File: src/rtl/sort_stream_ctrl.sv
// sort_stream_ctrl: streaming front/back end for a fixed-latency sorter network.
// Handshake rule (both ports): a beat transfers on a rising edge where valid
// and ready are both high; once out_valid is high, out_data/out_last hold
// until that transfer happens.
// Input side collects a batch (1..SIZE elements) into ibuf, which drives the
// sorter. Output side streams the captured, sorted vector back out. The two
// sides own separate buffers, so the next batch fills while the current one drains.
module sort_stream_ctrl #(
  parameter int VALUE_BITS   = 8,
  parameter int DEPTH        = 4,
  parameter int SORT_LATENCY = 1,
  parameter int SIZE         = 1 << DEPTH
) (
  input  logic                       clk,
  input  logic                       rst,
  input  logic                       in_valid,
  output logic                       in_ready,
  input  logic [VALUE_BITS-1:0]      in_data,
  input  logic                       in_last,
  output logic                       out_valid,
  input  logic                       out_ready,
  output logic [VALUE_BITS-1:0]      out_data,
  output logic                       out_last,
  output logic [SIZE*VALUE_BITS-1:0] sort_in,
  input  logic [SIZE*VALUE_BITS-1:0] sort_out,
  output logic                       busy
);

  localparam int CW = DEPTH + 1;
  localparam int LW = (SORT_LATENCY < 1) ? 1 : $clog2(SORT_LATENCY + 1);
  localparam logic [CW-1:0] LAST_IDX = CW'(SIZE - 1);
  localparam logic [LW-1:0] LAT_INIT = LW'(SORT_LATENCY);

  typedef enum logic {FILL, WAIT} in_state_t;
  typedef enum logic {IDLE, DRAIN} out_state_t;

  in_state_t             in_st_q;
  out_state_t            out_st_q;
  logic                  in_ready_q;
  logic [CW-1:0]         wcnt_q;
  logic [CW-1:0]         n_q;
  logic [LW-1:0]         lat_q;
  logic [CW-1:0]         rcnt_q;
  logic [CW-1:0]         out_n_q;
  logic                  out_valid_q;
  logic                  out_last_q;
  logic [VALUE_BITS-1:0] out_data_q;
  logic [VALUE_BITS-1:0] ibuf_q [SIZE];
  logic [VALUE_BITS-1:0] obuf_q [SIZE];

  logic          in_hs;
  logic          out_hs;
  logic          batch_end;
  logic          capture;
  logic [CW-1:0] rnext;

  // Transfer and capture decisions shared by both FSMs
  always_comb begin
    in_hs     = in_valid & in_ready_q;
    out_hs    = out_valid_q & out_ready;
    batch_end = in_hs & (in_last | (wcnt_q == LAST_IDX));
    // Capture once the sorter has settled and the output side is free, or is
    // releasing its final beat on this very edge (gives back-to-back drains).
    capture   = (in_st_q == WAIT) && (lat_q == '0) &&
                ((out_st_q == IDLE) || (out_hs && out_last_q));
    rnext     = rcnt_q + CW'(1);
  end

  // Input buffer is presented to the sorter untouched; element i at slice i
  for (genvar g = 0; g < SIZE; g++) begin : g_sort_in
    assign sort_in[g*VALUE_BITS +: VALUE_BITS] = ibuf_q[g];
  end

  // Input FSM: fill ibuf, then hold it steady while the sorter works
  always_ff @(posedge clk) begin
    if (rst) begin
      in_st_q    <= FILL;
      in_ready_q <= 1'b0;
      wcnt_q     <= '0;
      n_q        <= '0;
      lat_q      <= '0;
      for (int i = 0; i < SIZE; i++) ibuf_q[i] <= '1;
    end else begin
      case (in_st_q)
        FILL: begin
          in_ready_q <= 1'b1;
          if (in_hs) begin
            ibuf_q[wcnt_q[DEPTH-1:0]] <= in_data;
            wcnt_q <= wcnt_q + CW'(1);
            if (batch_end) begin
              n_q        <= wcnt_q + CW'(1);
              lat_q      <= LAT_INIT;
              in_st_q    <= WAIT;
              in_ready_q <= 1'b0;
            end
          end
        end
        WAIT: begin
          in_ready_q <= 1'b0;
          if (lat_q != '0) lat_q <= lat_q - LW'(1);
          if (capture) begin
            // Re-pad with max value so short batches sort pads to the top
            for (int i = 0; i < SIZE; i++) ibuf_q[i] <= '1;
            wcnt_q     <= '0;
            in_st_q    <= FILL;
            in_ready_q <= 1'b1;
          end
        end
        default: in_st_q <= FILL;
      endcase
    end
  end

  // Output buffer takes the sorted vector on the capture edge
  always_ff @(posedge clk) begin
    if (capture) begin
      for (int i = 0; i < SIZE; i++) obuf_q[i] <= sort_out[i*VALUE_BITS +: VALUE_BITS];
    end
  end

  // Output FSM: stream exactly out_n sorted elements, pads are never reached
  always_ff @(posedge clk) begin
    if (rst) begin
      out_st_q    <= IDLE;
      out_valid_q <= 1'b0;
      out_last_q  <= 1'b0;
      out_data_q  <= '0;
      rcnt_q      <= '0;
      out_n_q     <= '0;
    end else if (capture) begin
      out_st_q    <= DRAIN;
      out_valid_q <= 1'b1;
      rcnt_q      <= '0;
      out_n_q     <= n_q;
      out_data_q  <= sort_out[VALUE_BITS-1:0];
      out_last_q  <= (n_q == CW'(1));
    end else if (out_hs) begin
      if (out_last_q) begin
        out_st_q    <= IDLE;
        out_valid_q <= 1'b0;
        out_last_q  <= 1'b0;
      end else begin
        rcnt_q     <= rnext;
        out_data_q <= obuf_q[rnext[DEPTH-1:0]];
        out_last_q <= (rnext == out_n_q - CW'(1));
      end
    end
  end

  assign in_ready  = in_ready_q;
  assign out_valid = out_valid_q;
  assign out_data  = out_data_q;
  assign out_last  = out_last_q;
  assign busy      = (in_st_q == WAIT) | (out_st_q == DRAIN);

endmodule

File: config.mk
export PLATFORM = sky130hd
export DESIGN_NAME = sort_stream_ctrl
export DESIGN_NICKNAME = d
export VERILOG_FILES = /design/src/rtl/sort_stream_ctrl.sv
export SDC_FILE = /design/constraint.sdc
export NUM_CORES = 1
export LEC_CHECK = 0
export ABC_AREA = 1
export ABC_CLOCK_PERIOD_IN_PS = 5100
export BUFFER_PORTS_ARGS = -buffer_cell sky130_fd_sc_hd__buf_2
export CORE_ASPECT_RATIO = 0.7
export CORE_MARGIN = 3
export CORE_UTILIZATION = 50
export CTS_BUF_LIST = sky130_fd_sc_hd__clkbuf_2 sky130_fd_sc_hd__clkbuf_4 sky130_fd_sc_hd__clkbuf_8
export DETAILED_ROUTE_END_ITERATION = 6
export GPL_ROUTABILITY_DRIVEN = 0
export PLACE_DENSITY = 0.78
export RECOVER_POWER = 100
export SYNTH_ARGS = -nofsm -noshare
export SYNTH_HDL_FRONTEND = slang
export SYNTH_SLANG_ARGS = --single-unit
File: constraint.sdc
create_clock -name clk -period 5.1 [get_ports clk]
set_input_delay 1.02 -clock clk [delete_from_list [all_inputs] [get_ports clk]]
set_output_delay 1.02 -clock clk [all_outputs]
set_load 0.05 [all_outputs]
==> results of run 1 <==
==> worst paths after layout <==
kind,start,endpoint,cells after the start
max,out_ready,obuf_q[15][6],5
min,n_q[3],n_q[3],2
max reg2reg,out_last,obuf_q[15][6],4
min reg2reg,n_q[3],n_q[3],2
==> final cells by class <==
class	count	area, um^2
Clock buffer	65	776
Timing Repair Buffer	284	1230
Sequential cell	289	8350
Tap cell	312	390
Fill cell	1995	8970
Inverter	137	514
Multi-Input combinational cell	602	2610
Clock inverter	10	70.1
==> worst max-delay path: stages <==
cell,delay (ps)
clkbuf_1,160
a21oi_4,80
nor3_1,270
buf_4,650
clkbuf_2,1470
==> per-stage QoR <==
stage | hold slack, ps | utilization, % | TNS, ps
floorplan | 448 | - | -7530
global placement | 477 | 58.8 | 0
detailed placement | 474 | 58.8 | 0
CTS | 484 | 62.5 | 0
global route | 511 | 60.8 | 0
finish | 480 | 60.8 | 0
==> synth_stat cells, drive strengths merged <==
cell	count	area [um^2]
inv	137	514
nand2	368	1390
o21a	1	7.51
xor2	1	8.76
edfxtp	256	7690
o31ai	1	7.51
ha	7	87.6
dfxtp	33	661
clkbuf	15	56.3
a211oi	1	7.51
a21oi	28	140
nor3	1	16.3
xnor2	3	26.3
o21ai	41	205
or2	8	50.1
nor4	1	6.26
nand3	96	480
nand4	4	25.0
buf	23	123
nor2	41	257
==> flip-flops by register name, indices dropped and copies added, names as in the netlist <==
signal     count
lat_q          1
ibuf_q       128
obuf_q       128
wcnt_q         5
rcnt_q         5
n_q            5
out_valid      1
out_n_q        5
out_last       1
in_st_q        1
out_data       8
in_ready       1
==> power by group through the flow <==
stage | sequential, uW | combinational (uW) | clock (uW)
6_report | 2670 | 365 | 1860
5_1_grt | 2670 | 406 | 1990
3_5_place_dp | 2720 | 387 | 0
2_1_floorplan | 2750 | 210 | 0
3_3_place_gp | 2710 | 377 | 0
4_1_cts | 2670 | 388 | 1890
==> layer usage <==
metal / vias to the layer above / track usage, % / routed length, um
met5: - / 0 / 23
met2: 409 / 34.2 / 13400
met3: 47 / 4.99 / 2710
li1: 4087 / - / -
met1: 4109 / 33.7 / 12800
met4: 4 / 5.46 / 441
==> cell families (layout without fill, tap and decap cells) <==
kind of cell	Yosys count	after routing
AND/OR/NAND/NOR	519	519
flip-flops	289	289
buffers and inverters	175	496
AO/OA/AOI/OAI	72	72
adder cells (fa/ha/maj)	7	7
XOR/XNOR	4	4
==> impl_metrics.py, run 1 <==
metrics = {
    "synthesis": {
        "synth_top_family_by_area": "simple AND/OR/NAND/NOR gates",
        "ys_seq_area_share_pct": 71.0,
        "synth-compound-area-share_pct": 3.13,
        "synth-simple-area-share_pct": 18.9,
        "synth-xor-area-share_pct": 0.298,
        "syn_nets": 1214,
        "syn-cell-area_um2": 11800,
        "yosysWarnings": 0,
        "synth.mux.area_fraction_pct": 0,
        "netlist_instances": 1066,
        "ys_types": 27,
        "synth-adder-area-share_pct": 0.745,
        "ys_ff_latch": 289,
        "avgSynthCellArea_um2": 11.0,
    },
    "power_and_ir_drop": {
        "power_leakage_uw": 0.00513,
        "intPower_uw": 3760,
        "max-vdd-ir-drop_mv": 0.213,
        "combPwrFrac_pct": 7.5,
        "p_switching_uw": 1130,
        "power.total_uw": 4890,
        "clkPwrFrac_pct": 37.9,
        "power_density_nw_per_um2": 351,
        "switching_share_pct": 23.0,
        "seqPwrFrac_pct": 54.6,
    },
    "placed_design": {
        "dpl_worst_slack_ps": 1720,
        "numPortBuffers": 280,
        "placed_cell_area_um2": 13500,
        "numPlacedInstances": 1624,
        "dp_hpwl_mm": 20.3,
    },
    "clocking": {
        "hold_buffers": 0,
        "path_clk_slew_ps": 70,
        "cts_resized": 0,
        "numCtsBuffers": 42,
        "cts_num_sinks": 289,
        "clock_path_buffers": 3,
        "worstSkewPairLatency_ps": 530,
        "cts_tree": "done",
        "h-tree-depth": 2,
        "cts_root_buf": "clkbuf_8",
        "cts_setup_buffers": 0,
    },
    "drt": {
        "firstDrtPassIters": 6,
        "drtIter0Drc": 882,
        "via_per_inst": 5.09,
        "wl_mm": 29.4,
        "ant_nets": 0,
        "drc": 0,
        "vias": 8656,
        "wire_per_inst_um": 17.3,
    },
    "final_layout": {
        "final_cells": 1699,
        "fin_area_um2": 13900,
        "nets": 1504,
        "antennaDiodeCount": 0,
        "final_cell_mix": "367 x nand2_1, 256 x edfxtp_1, 160 x clkbuf_1",
        "final_common_cell": "nand2_1",
        "area_growth_pct": 18.5,
        "drive_gt1_share_pct": 14.9,
    },
    "setup_path": {
        "worst_setup_path_start_kind": "primary input",
        "crit_fanout": 76,
        "rrSetupSlack_ps": 1710,
        "crit_arrival_ps": 3740,
        "crit_type": "in -> reg",
        "end_kind": "flip-flop",
        "cp_data_required_time_ps": 5210,
    },
    "grt": {
        "grt.overflow.total": 0,
        "grt_pass1_vias": 8201,
        "grt_max_degree": 77,
        "antenna_found_initial": 2,
        "grt_pass1_wl_mm": 44.7,
        "track_usage_pct": 22.6,
    },
    "timing": {
        "grt_setup_unrepaired": "no",
        "finalHoldViolations": 0,
        "max_clock_freq_ghz": 0.275,
        "worst_pin_slew_ps": 1910,
        "final.min_clock_period_ps": 3630,
        "relSlewSlack_pct": -27.2,
        "fin_skew_ps": 18.7,
        "setup_slack_ps": 1470,
        "setup_viol": 0,
        "drv_slew": 77,
        "period_share_pct": 71.2,
    },
    "die": {
        "core_um2": 22900,
        "die_width_um": 189,
        "dieArea_um2": 25400,
        "ios": 281,
        "die-height_um": 134,
        "rows": 46,
        "start_util_pct": 51.3,
    },
    "hold_path": {
        "hold_class": "reg -> reg",
    },
    "status": {
        "status": "complete, but fails checks",
        "violations": "max-capacitance violations, max-slew violations",
    },
    "flow_run": {
        "drv_cap": 1,
    },
}
No activity file was read; power rests on OpenSTA's default activity.
==> inputs of run 2 (changes only) <==
Settings changed: ABC_CLOCK_PERIOD_IN_PS 5100 to 3300.
Clock period 5.1 ns to 3.3 ns, I/O delays scaled along.
==> run 2 against run 1 <==
Net effect:
- the flow now finishes without violations
- critical path type is now reg -> reg
- design area grew 0.78%
- first-iteration DRC count fell by 24%
- clock power increased by 60%
==> impl_metrics.py, run 2 (synthesis gave the netlist of run 1 again) <==
metrics = {
    "power_and_ir_drop": {
        "p_switching_uw": 1840,
        "intPower_uw": 5830,
        "clkPwrFrac_pct": 38.8,
        "switching_share_pct": 24.0,
        "power_leakage_uw": 0.00518,
        "max-vdd-ir-drop_mv": 0.346,
        "power_density_nw_per_um2": 547,
        "combPwrFrac_pct": 7.5,
        "seqPwrFrac_pct": 53.7,
    },
    "clocking": {
        "cts_resized": 0,
        "cts_setup_buffers": 0,
        "cts_root_buf": "clkbuf_8",
        "clock_path_buffers": 3,
        "hold_buffers": 0,
        "numCtsBuffers": 44,
        "worstSkewPairLatency_ps": 560,
        "cts_tree": "done",
        "h-tree-depth": 2,
        "cts_num_sinks": 289,
        "path_clk_slew_ps": 70,
    },
    "drt": {
        "wire_per_inst_um": 17.7,
        "drtIter0Drc": 673,
        "drc": 0,
        "vias": 8693,
        "wl_mm": 30.3,
        "ant_nets": 0,
        "firstDrtPassIters": 5,
        "via_per_inst": 5.08,
    },
    "setup_path": {
        "cp_data_required_time_ps": 3470,
        "worst_setup_path_start_kind": "flip-flop",
        "timing.rr.start": "in_ready",
        "crit_arrival_ps": 2750,
        "crit_fanout": 8,
        "end_kind": "flip-flop",
        "crit_start": "in_ready",
        "crit_type": "reg -> reg",
    },
    "final_layout": {
        "final_cells": 1712,
        "antennaDiodeCount": 0,
        "area_growth_pct": 19.4,
        "nets": 1513,
        "final_cell_mix": "367 x nand2_1, 256 x edfxtp_1, 163 x clkbuf_1",
        "n_fill_cell": 1952,
        "final_common_cell": "nand2_1",
        "drive_gt1_share_pct": 15.9,
        "fin_area_um2": 14000,
        "fin_util_pct": 61.3,
    },
    "die": {
        "core_um2": 22900,
        "die_width_um": 189,
        "ios": 281,
        "start_util_pct": 51.3,
        "dieArea_um2": 25400,
        "die-height_um": 134,
        "rows": 46,
    },
    "placed_design": {
        "numPortBuffers": 280,
        "dp_hpwl_mm": 20.6,
        "placed_cell_area_um2": 13500,
        "numPlacedInstances": 1631,
    },
    "grt": {
        "track_usage_pct": 23.2,
        "grt_max_degree": 135,
        "grt_pass1_vias": 8405,
        "grt.overflow.total": 0,
        "grt_pass1_wl_mm": 45.7,
        "antenna_found_initial": 0,
    },
    "flow_run": {
        "drv_cap": 0,
    },
    "timing": {
        "setup_viol": 0,
        "finalHoldViolations": 0,
        "period_share_pct": 78.1,
        "final.min_clock_period_ps": 2580,
        "drv_slew": 0,
        "fin_skew_ps": 23.9,
        "grt_setup_unrepaired": "no",
        "worst_pin_slew_ps": 1330,
        "relSlewSlack_pct": 10.5,
        "max_clock_freq_ghz": 0.388,
    },
    "hold_path": {
        "hold_class": "in -> reg",
        "min-delay-start": "sort_out[113]",
    },
    "status": {
        "status": "completed",
    },
}
## run 2: cell count changes in the layout (fill, tap and decap cells not counted), sizes merged
| cell | change |
|---|---|
| clkbuf | +2 |
| buf | +5 |
| clkinv | +2 |
| clkinvlp | +1 |
| inv | +3 |
## run 2: final timing paths
kind | end | slack [ps] | cells past startpoint
setup / recovery | ibuf_q[12][2] | 720 | 6
hold / removal | obuf_q[14][1] | 270 | 1
setup reg to reg | ibuf_q[12][2] | 720 | 6
hold reg to reg | n_q[4] | 500 | 2
## run 2: layer usage
metal	track usage, %	routed length, um
met5	0	0
met4	6.98	721
met2	34.9	13600
met1	33.9	13100
met3	5.54	2880
## run 2: power groups by stage
stage	registers [uW]	clock network (uW)	logic (uW)
6_report	4130	2980	574
5_1_grt	4130	3180	637
4_1_cts	4120	3020	611
3_5_place_dp	4200	0	606
3_3_place_gp	4200	0	593
2_1_floorplan	4250	0	328
## run 2: area by class of cell
class                           count  area, um^2  share of cell area [%]
Multi-Input combinational cell    602        2620                    18.7
Clock inverter                     16         113                   0.802
Timing Repair Buffer              291        1290                    9.17
Clock buffer                       65         769                    5.48
Inverter                          137         514                    3.66
Tap cell                          312         390                    2.78
Sequential cell                   289        8350                    59.4
## run 2: metrics by stage
| step | setup slack [ps] | hold WS [ps] | TNS (ps) | power (uW) |
|---|---|---|---|---|
| global placement | 540 | 476 | 0 | 4790 |
| detailed placement | 408 | 489 | 0 | 4810 |
| CTS | 785 | 239 | 0 | 7750 |
| global route | 555 | 231 | 0 | 7950 |
| floorplan | -1510 | 449 | -368570 | 4580 |
| finish | 724 | 269 | 0 | 7680 |
## run 2: worst max-delay path: stages (launching register included)
cell and delay, ps:
dfxtp_1 330, nand2_1 110, nor2_1 180, inv_1 120
nor2_4 150, nand2_1 220, o21ai_0 1080
